**src/rtl/store_rmw_unit.sv**
```systemverilog
// store_rmw_unit
//   RV32I store path for a word-wide data memory without byte strobes.
//   SW is written straight through; SB/SH read the aligned word, merge the
//   byte/halfword into its lane, and write the merged word back. Misaligned
//   or illegal requests complete with st_err and never touch memory.
//
// Handshakes:
//   st_valid/st_ready : request accepted on a cycle where both are high;
//                       st_ready is high only in IDLE. The requester holds
//                       the request until it is accepted.
//   mem_re/mem_rvalid : mem_re is a one-cycle pulse; read data arrives on
//                       any later cycle with mem_rvalid (no timeout).
//   mem_we/mem_wack   : mem_we, mem_addr and mem_wdata are held until the
//                       cycle mem_wack is seen, including the first WR cycle.
//
// Ports:
//   clk, rst              clock, synchronous active-high reset
//   st_valid, st_ready    request handshake
//   funct, addr, st_data  store funct3, byte address, rs2 value
//   st_done, st_err       one-cycle completion pulse and error flag
//   mem_addr              word-aligned memory address
//   mem_re, mem_rdata, mem_rvalid   read channel
//   mem_we, mem_wdata, mem_wack     write channel
//   dbg_state             current FSM state for observation
module store_rmw_unit #(
    parameter int ADDR_W = 32
) (
    input  logic              clk,
    input  logic              rst,
    input  logic              st_valid,
    output logic              st_ready,
    input  logic [2:0]        funct,
    input  logic [ADDR_W-1:0] addr,
    input  logic [31:0]       st_data,
    output logic              st_done,
    output logic              st_err,
    output logic [ADDR_W-1:0] mem_addr,
    output logic              mem_re,
    input  logic [31:0]       mem_rdata,
    input  logic              mem_rvalid,
    output logic              mem_we,
    output logic [31:0]       mem_wdata,
    input  logic              mem_wack,
    output logic [2:0]        dbg_state
);

    localparam logic [2:0] F_SB = 3'b000;
    localparam logic [2:0] F_SH = 3'b001;
    localparam logic [2:0] F_SW = 3'b010;

    typedef enum logic [2:0] {
        S_IDLE    = 3'd0,
        S_RD      = 3'd1,
        S_RD_WAIT = 3'd2,
        S_WR      = 3'd3,
        S_DONE    = 3'd4,
        S_ERR     = 3'd5
    } state_t;

    state_t            state_q, state_d;
    logic [2:0]        funct_q, funct_d;
    logic [1:0]        lane_q, lane_d;
    logic [15:0]       data_q, data_d;   // only the low halfword can be merged
    logic [ADDR_W-1:0] mem_addr_q, mem_addr_d;
    logic [31:0]       mem_wdata_q, mem_wdata_d;

    logic              legal;
    logic [31:0]       merged;

    // Alignment/funct legality of the incoming request.
    always_comb begin
        legal = 1'b0;
        case (funct)
            F_SB:    legal = 1'b1;
            F_SH:    legal = ~addr[0];
            F_SW:    legal = (addr[1:0] == 2'b00);
            default: legal = 1'b0;
        endcase
    end

    // Lane merge of the registered store data into the word just read.
    always_comb begin
        merged = mem_rdata;
        if (funct_q == F_SB) begin
            case (lane_q)
                2'd0:    merged[7:0]   = data_q[7:0];
                2'd1:    merged[15:8]  = data_q[7:0];
                2'd2:    merged[23:16] = data_q[7:0];
                default: merged[31:24] = data_q[7:0];
            endcase
        end else if (lane_q[1]) begin
            merged[31:16] = data_q;
        end else begin
            merged[15:0] = data_q;
        end
    end

    always_comb begin
        state_d     = state_q;
        funct_d     = funct_q;
        lane_d      = lane_q;
        data_d      = data_q;
        mem_addr_d  = mem_addr_q;
        mem_wdata_d = mem_wdata_q;
        case (state_q)
            S_IDLE: begin
                if (st_valid) begin
                    funct_d = funct;
                    lane_d  = addr[1:0];
                    data_d  = st_data[15:0];
                    if (!legal) begin
                        // Illegal requests leave the memory-side registers alone.
                        state_d = S_ERR;
                    end else begin
                        mem_addr_d = {addr[ADDR_W-1:2], 2'b00};
                        if (funct == F_SW) begin
                            mem_wdata_d = st_data;
                            state_d     = S_WR;
                        end else begin
                            state_d = S_RD;
                        end
                    end
                end
            end
            S_RD:      state_d = S_RD_WAIT;
            S_RD_WAIT: begin
                if (mem_rvalid) begin
                    mem_wdata_d = merged;
                    state_d     = S_WR;
                end
            end
            S_WR:      if (mem_wack) state_d = S_DONE;
            S_DONE:    state_d = S_IDLE;
            S_ERR:     state_d = S_IDLE;
            default:   state_d = S_IDLE;
        endcase
    end

    always_ff @(posedge clk) begin
        if (rst) begin
            state_q     <= S_IDLE;
            funct_q     <= 3'b000;
            lane_q      <= 2'b00;
            data_q      <= 16'h0000;
            mem_addr_q  <= '0;
            mem_wdata_q <= 32'h0000_0000;
        end else begin
            state_q     <= state_d;
            funct_q     <= funct_d;
            lane_q      <= lane_d;
            data_q      <= data_d;
            mem_addr_q  <= mem_addr_d;
            mem_wdata_q <= mem_wdata_d;
        end
    end

    assign st_ready  = (state_q == S_IDLE);
    assign st_done   = (state_q == S_DONE) || (state_q == S_ERR);
    assign st_err    = (state_q == S_ERR);
    assign mem_re    = (state_q == S_RD);
    assign mem_we    = (state_q == S_WR);
    assign mem_addr  = mem_addr_q;
    assign mem_wdata = mem_wdata_q;
    assign dbg_state = state_q;

endmodule

```
**config.mk**
```make
export PLATFORM = sky130hd
export DESIGN_NAME = store_rmw_unit
export DESIGN_NICKNAME = d
export VERILOG_FILES = /design/src/rtl/store_rmw_unit.sv
export SDC_FILE = /design/constraint.sdc
export NUM_CORES = 1
export LEC_CHECK = 0
export CAP_MARGIN = 0
export CELL_PAD_IN_SITES_DETAIL_PLACEMENT = 0
export CELL_PAD_IN_SITES_GLOBAL_PLACEMENT = 1
export CORE_MARGIN = 4
export CORE_UTILIZATION = 33
export CTS_CLUSTER_SIZE = 40
export DETAILED_ROUTE_END_ITERATION = 8
export PLACE_DENSITY = 0.82
export SLEW_MARGIN = 20
export SYNTH_ARGS = -nofsm -noshare
export SYNTH_HDL_FRONTEND = slang
export SYNTH_SLANG_ARGS = --single-unit
```
**constraint.sdc**
```tcl
create_clock -name clk -period 5.4 [get_ports clk]
set_input_delay 1.08 -clock clk [delete_from_list [all_inputs] [get_ports clk]]
set_output_delay 1.08 -clock clk [all_outputs]
set_load 0.005 [all_outputs]
```
==> impl_metrics.json <==
{
  "die_x_um": 121,
  "cts_setup_buffers": 0,
  "clockBufferDepth": 2,
  "avgViaCountPerCell": 5.15,
  "critPathSlowestCell": "a32o_1",
  "htree_levels": 3,
  "via_count": 4221,
  "critPathMaxStageDelay_ps": 730,
  "cp_cell_sequence": "clkdlybuf4s50_1 > nor3_1 > a32o_1 > and2_1 > buf_4 > a311oi_1",
  "switching_share_pct": 30.5,
  "p_leak_uw": 0.00226,
  "grt_max_degree": 85,
  "root_buffer": "clkbuf_16",
  "grt_first_pass_wirelength_mm": 21.6,
  "clkPwrFrac_pct": 34.1,
  "drt_wl_total_mm": 13.9,
  "reg2reg_from": "dbg_state[1]",
  "ir_drop_v": 0.000195,
  "place.gp.congestion": 0.840,
  "critPathCaptureType": "register",
  "critPathLaunchType": "primary input",
  "cts_hold_buffers": 0,
  "synth-seq-area-share_pct": 40.8,
  "path_depth": 6,
  "dp.cells": 803,
  "setup-tns-final_ps": 0,
  "path_max_fanout": 18,
  "cts_resized": 0,
  "pwr-share-comb_pct": 28.0,
  "start_util_pct": 33.5,
  "drc": 0,
  "die_area_mm2": 0.0146,
  "numPortBuffers": 173,
  "fp-row-count": 41,
  "mostFrequentLayoutCells": "172 x clkdlybuf4s50_1, 86 x dfxtp_1, 72 x nand2_1, 52 x nor2_1",
  "clk_latency_ps": 330,
  "cts_buffers": 9,
  "r2r_setup_slack_ps": 2370,
  "clk_pin_slew_ps": 60,
  "crit_buf_inv": 2,
  "final_common_cell": "clkdlybuf4s50_1",
  "intPower_uw": 1380,
  "syn_avg_cell_area_um2": 8.46,
  "final_max_slew_viol_count": 0,
  "grt_pass1_vias": 4152,
  "postRouteAntennaNets": 0,
  "path_class": "primary input to register",
  "reg2reg_depth": 6,
  "worstMarginPinSlew_ps": 872,
  "post_layout_nonfiller_instances": 819,
  "r2r_end": "mem_wdata[27]",
  "drtIter0Drc": 244,
  "final_hold_viol_count": 0,
  "grtUsageTotal_pct": 18.5,
  "status": "finished, final reports clean",
  "core_mm2": 0.0126,
  "synth-edff-count": 0,
  "finalSetupViolations": 0,
  "avgRoutedWirePerCell_um": 17.0,
  "synthesis.area_mm2": 0.00422,
  "first_pass_iters": 4,
  "num_io_pins": 176,
  "netSwitchingPower_uw": 605,
  "startpoint": "addr[0]",
  "worst_ep_arrival_time_ps": 3680,
  "min_period_ps": 3510,
  "tritoncts": "built",
  "async_flop_share_pct": 0,
  "dp_hpwl_mm": 9.97,
  "relSlewSlack_pct": 41.9,
  "fin_crit_sh_pct": 65.0,
  "synthToLayoutAreaGrowth_pct": 50.0,
  "max_freq_ghz": 0.285,
  "seq_power_share_pct": 37.9,
  "utilization_pct": 50.3,
  "drv_cap": 0,
  "nets": 746,
  "grt_antenna_before_repair": 0,
  "cp.required_ps": 5570,
  "synth_cell_types": 34,
  "cpLargestDelayFamily": "simple AND/OR/NAND/NOR gates",
  "setup.worst_path.end": "mem_wdata[27]",
  "gr-total-overflow": 0,
  "finalClockSkew_ps": 6.50,
  "rsz0062_at_grt": "no",
  "fp.dieH_um": 121,
  "ys_ff_latch": 86,
  "synth_cells": 498,
  "ys.flop_type": "dfxtp_1",
  "worstHoldPathType": "register to register",
  "finalPower_uw": 1990,
  "drive_gt1_share_pct": 4.64,
  "power_density_mw_per_mm2": 314,
  "ys_warn_count": 0,
  "cts_sinks": 86,
  "num_antenna_cells": 0
}
==> cells by family (layout without fill, tap and decap cells) <==
kind of cell | count (synthesis) | after routing | share of synthesized area (%)
buffers and inverters | 50 | 198 | 5.52
multiplexers | 46 | 46 | 10.9
flip-flops | 86 | 86 | 40.8
other | 1 | 2 | 0.0890
AND/OR/NAND/NOR | 181 | 181 | 20.3
AO/OA/AOI/OAI | 134 | 134 | 22.4
==> how the worst min path moves through the flow <==
| stage | endpoint | slack (ps) | from | cells after the start |
|---|---|---|---|---|
| 2_1_floorplan | data_q[10] | 450 | data_q[10] | 2 |
| 3_3_place_gp | data_q[15] | 450 | data_q[15] | 2 |
| 5_1_grt | data_q[15] | 490 | data_q[15] | 2 |
| 4_1_cts | data_q[15] | 470 | data_q[15] | 2 |
| 3_5_place_dp | data_q[15] | 460 | data_q[15] | 2 |
| 6_report | data_q[15] | 470 | data_q[15] | 2 |
==> through the flow <==
step / hold slack, ps / setup WS (ps) / instance area [um2]
floorplan: 445 / 2940 / 4220
global placement: 454 / 1680 / 6000
detailed placement: 465 / 1570 / 6000
CTS: 471 / 1930 / 6320
global route: 494 / 1730 / 6320
finish: 470 / 1890 / 6320
==> Yosys cell counts (2+ instances only) <==
| cell type | instances | area share [%] |
|---|---|---|
| dfxtp_1 | 86 | 41 |
| nand2_1 | 72 | 6.4 |
| nor2_1 | 52 | 4.6 |
| a21oi_1 | 46 | 5.5 |
| mux2i_1 | 46 | 11 |
| clkbuf_1 | 31 | 2.8 |
| a211oi_1 | 25 | 4.5 |
| nand2b_1 | 18 | 2.7 |
| nor2b_1 | 18 | 2.7 |
| a211o_1 | 16 | 3.3 |
| a311oi_1 | 16 | 3.3 |
| o32ai_1 | 16 | 3.3 |
| buf_2 | 12 | 1.4 |
| nor3b_1 | 9 | 1.6 |
| o21ai_0 | 9 | 1.1 |
| buf_6 | 3 | 0.80 |
| nor3_1 | 3 | 0.36 |
| a21o_1 | 2 | 0.36 |
| and2_1 | 2 | 0.30 |
| buf_4 | 2 | 0.36 |
==> worst register-to-register path, cell delays in order (launching register included) <==
cell and delay [ps]:
dfxtp_1 530, nor3b_2 220, buf_4 290, a32o_1 700, and2_1 660, buf_4 350, a311oi_1 130
==> power by group through the flow <==
stage / registers, uW / clock network [uW] / logic [uW]
3_5_place_dp: 767 / 0 / 555
6_report: 753 / 677 / 555
3_3_place_gp: 764 / 0 / 543
4_1_cts: 753 / 687 / 557
2_1_floorplan: 739 / 0 / 334
5_1_grt: 762 / 708 / 610
==> routing by layer <==
layer | GRT usage (%) | part of all wire [%] | up-vias
met5 | 0 | 0 | -
met4 | 6.30 | 2.0 | 0
met3 | 4.38 | 6.3 | 19
met2 | 29.8 | 47 | 150
met1 | 24.4 | 44 | 1992
li1 | - | - | 2060
==> registers in the layout, indices dropped and copies added (netlist names) <==
register	cells
mem_wdata	32
funct_q	3
data_q	16
lane_q	2
mem_addr	30
dbg_state	3
==> cell type report <==
type                       count  area [um2]
sequential                    86        1720
clock inverter                 5        82.6
clock buffer                  11         243
multi-input combinational    363        2270
timing repair buffer         181        1790
fill                        1180        6250
inverter                       1        3.75
tap                          172         215
(Power assumes the default switching activity.)
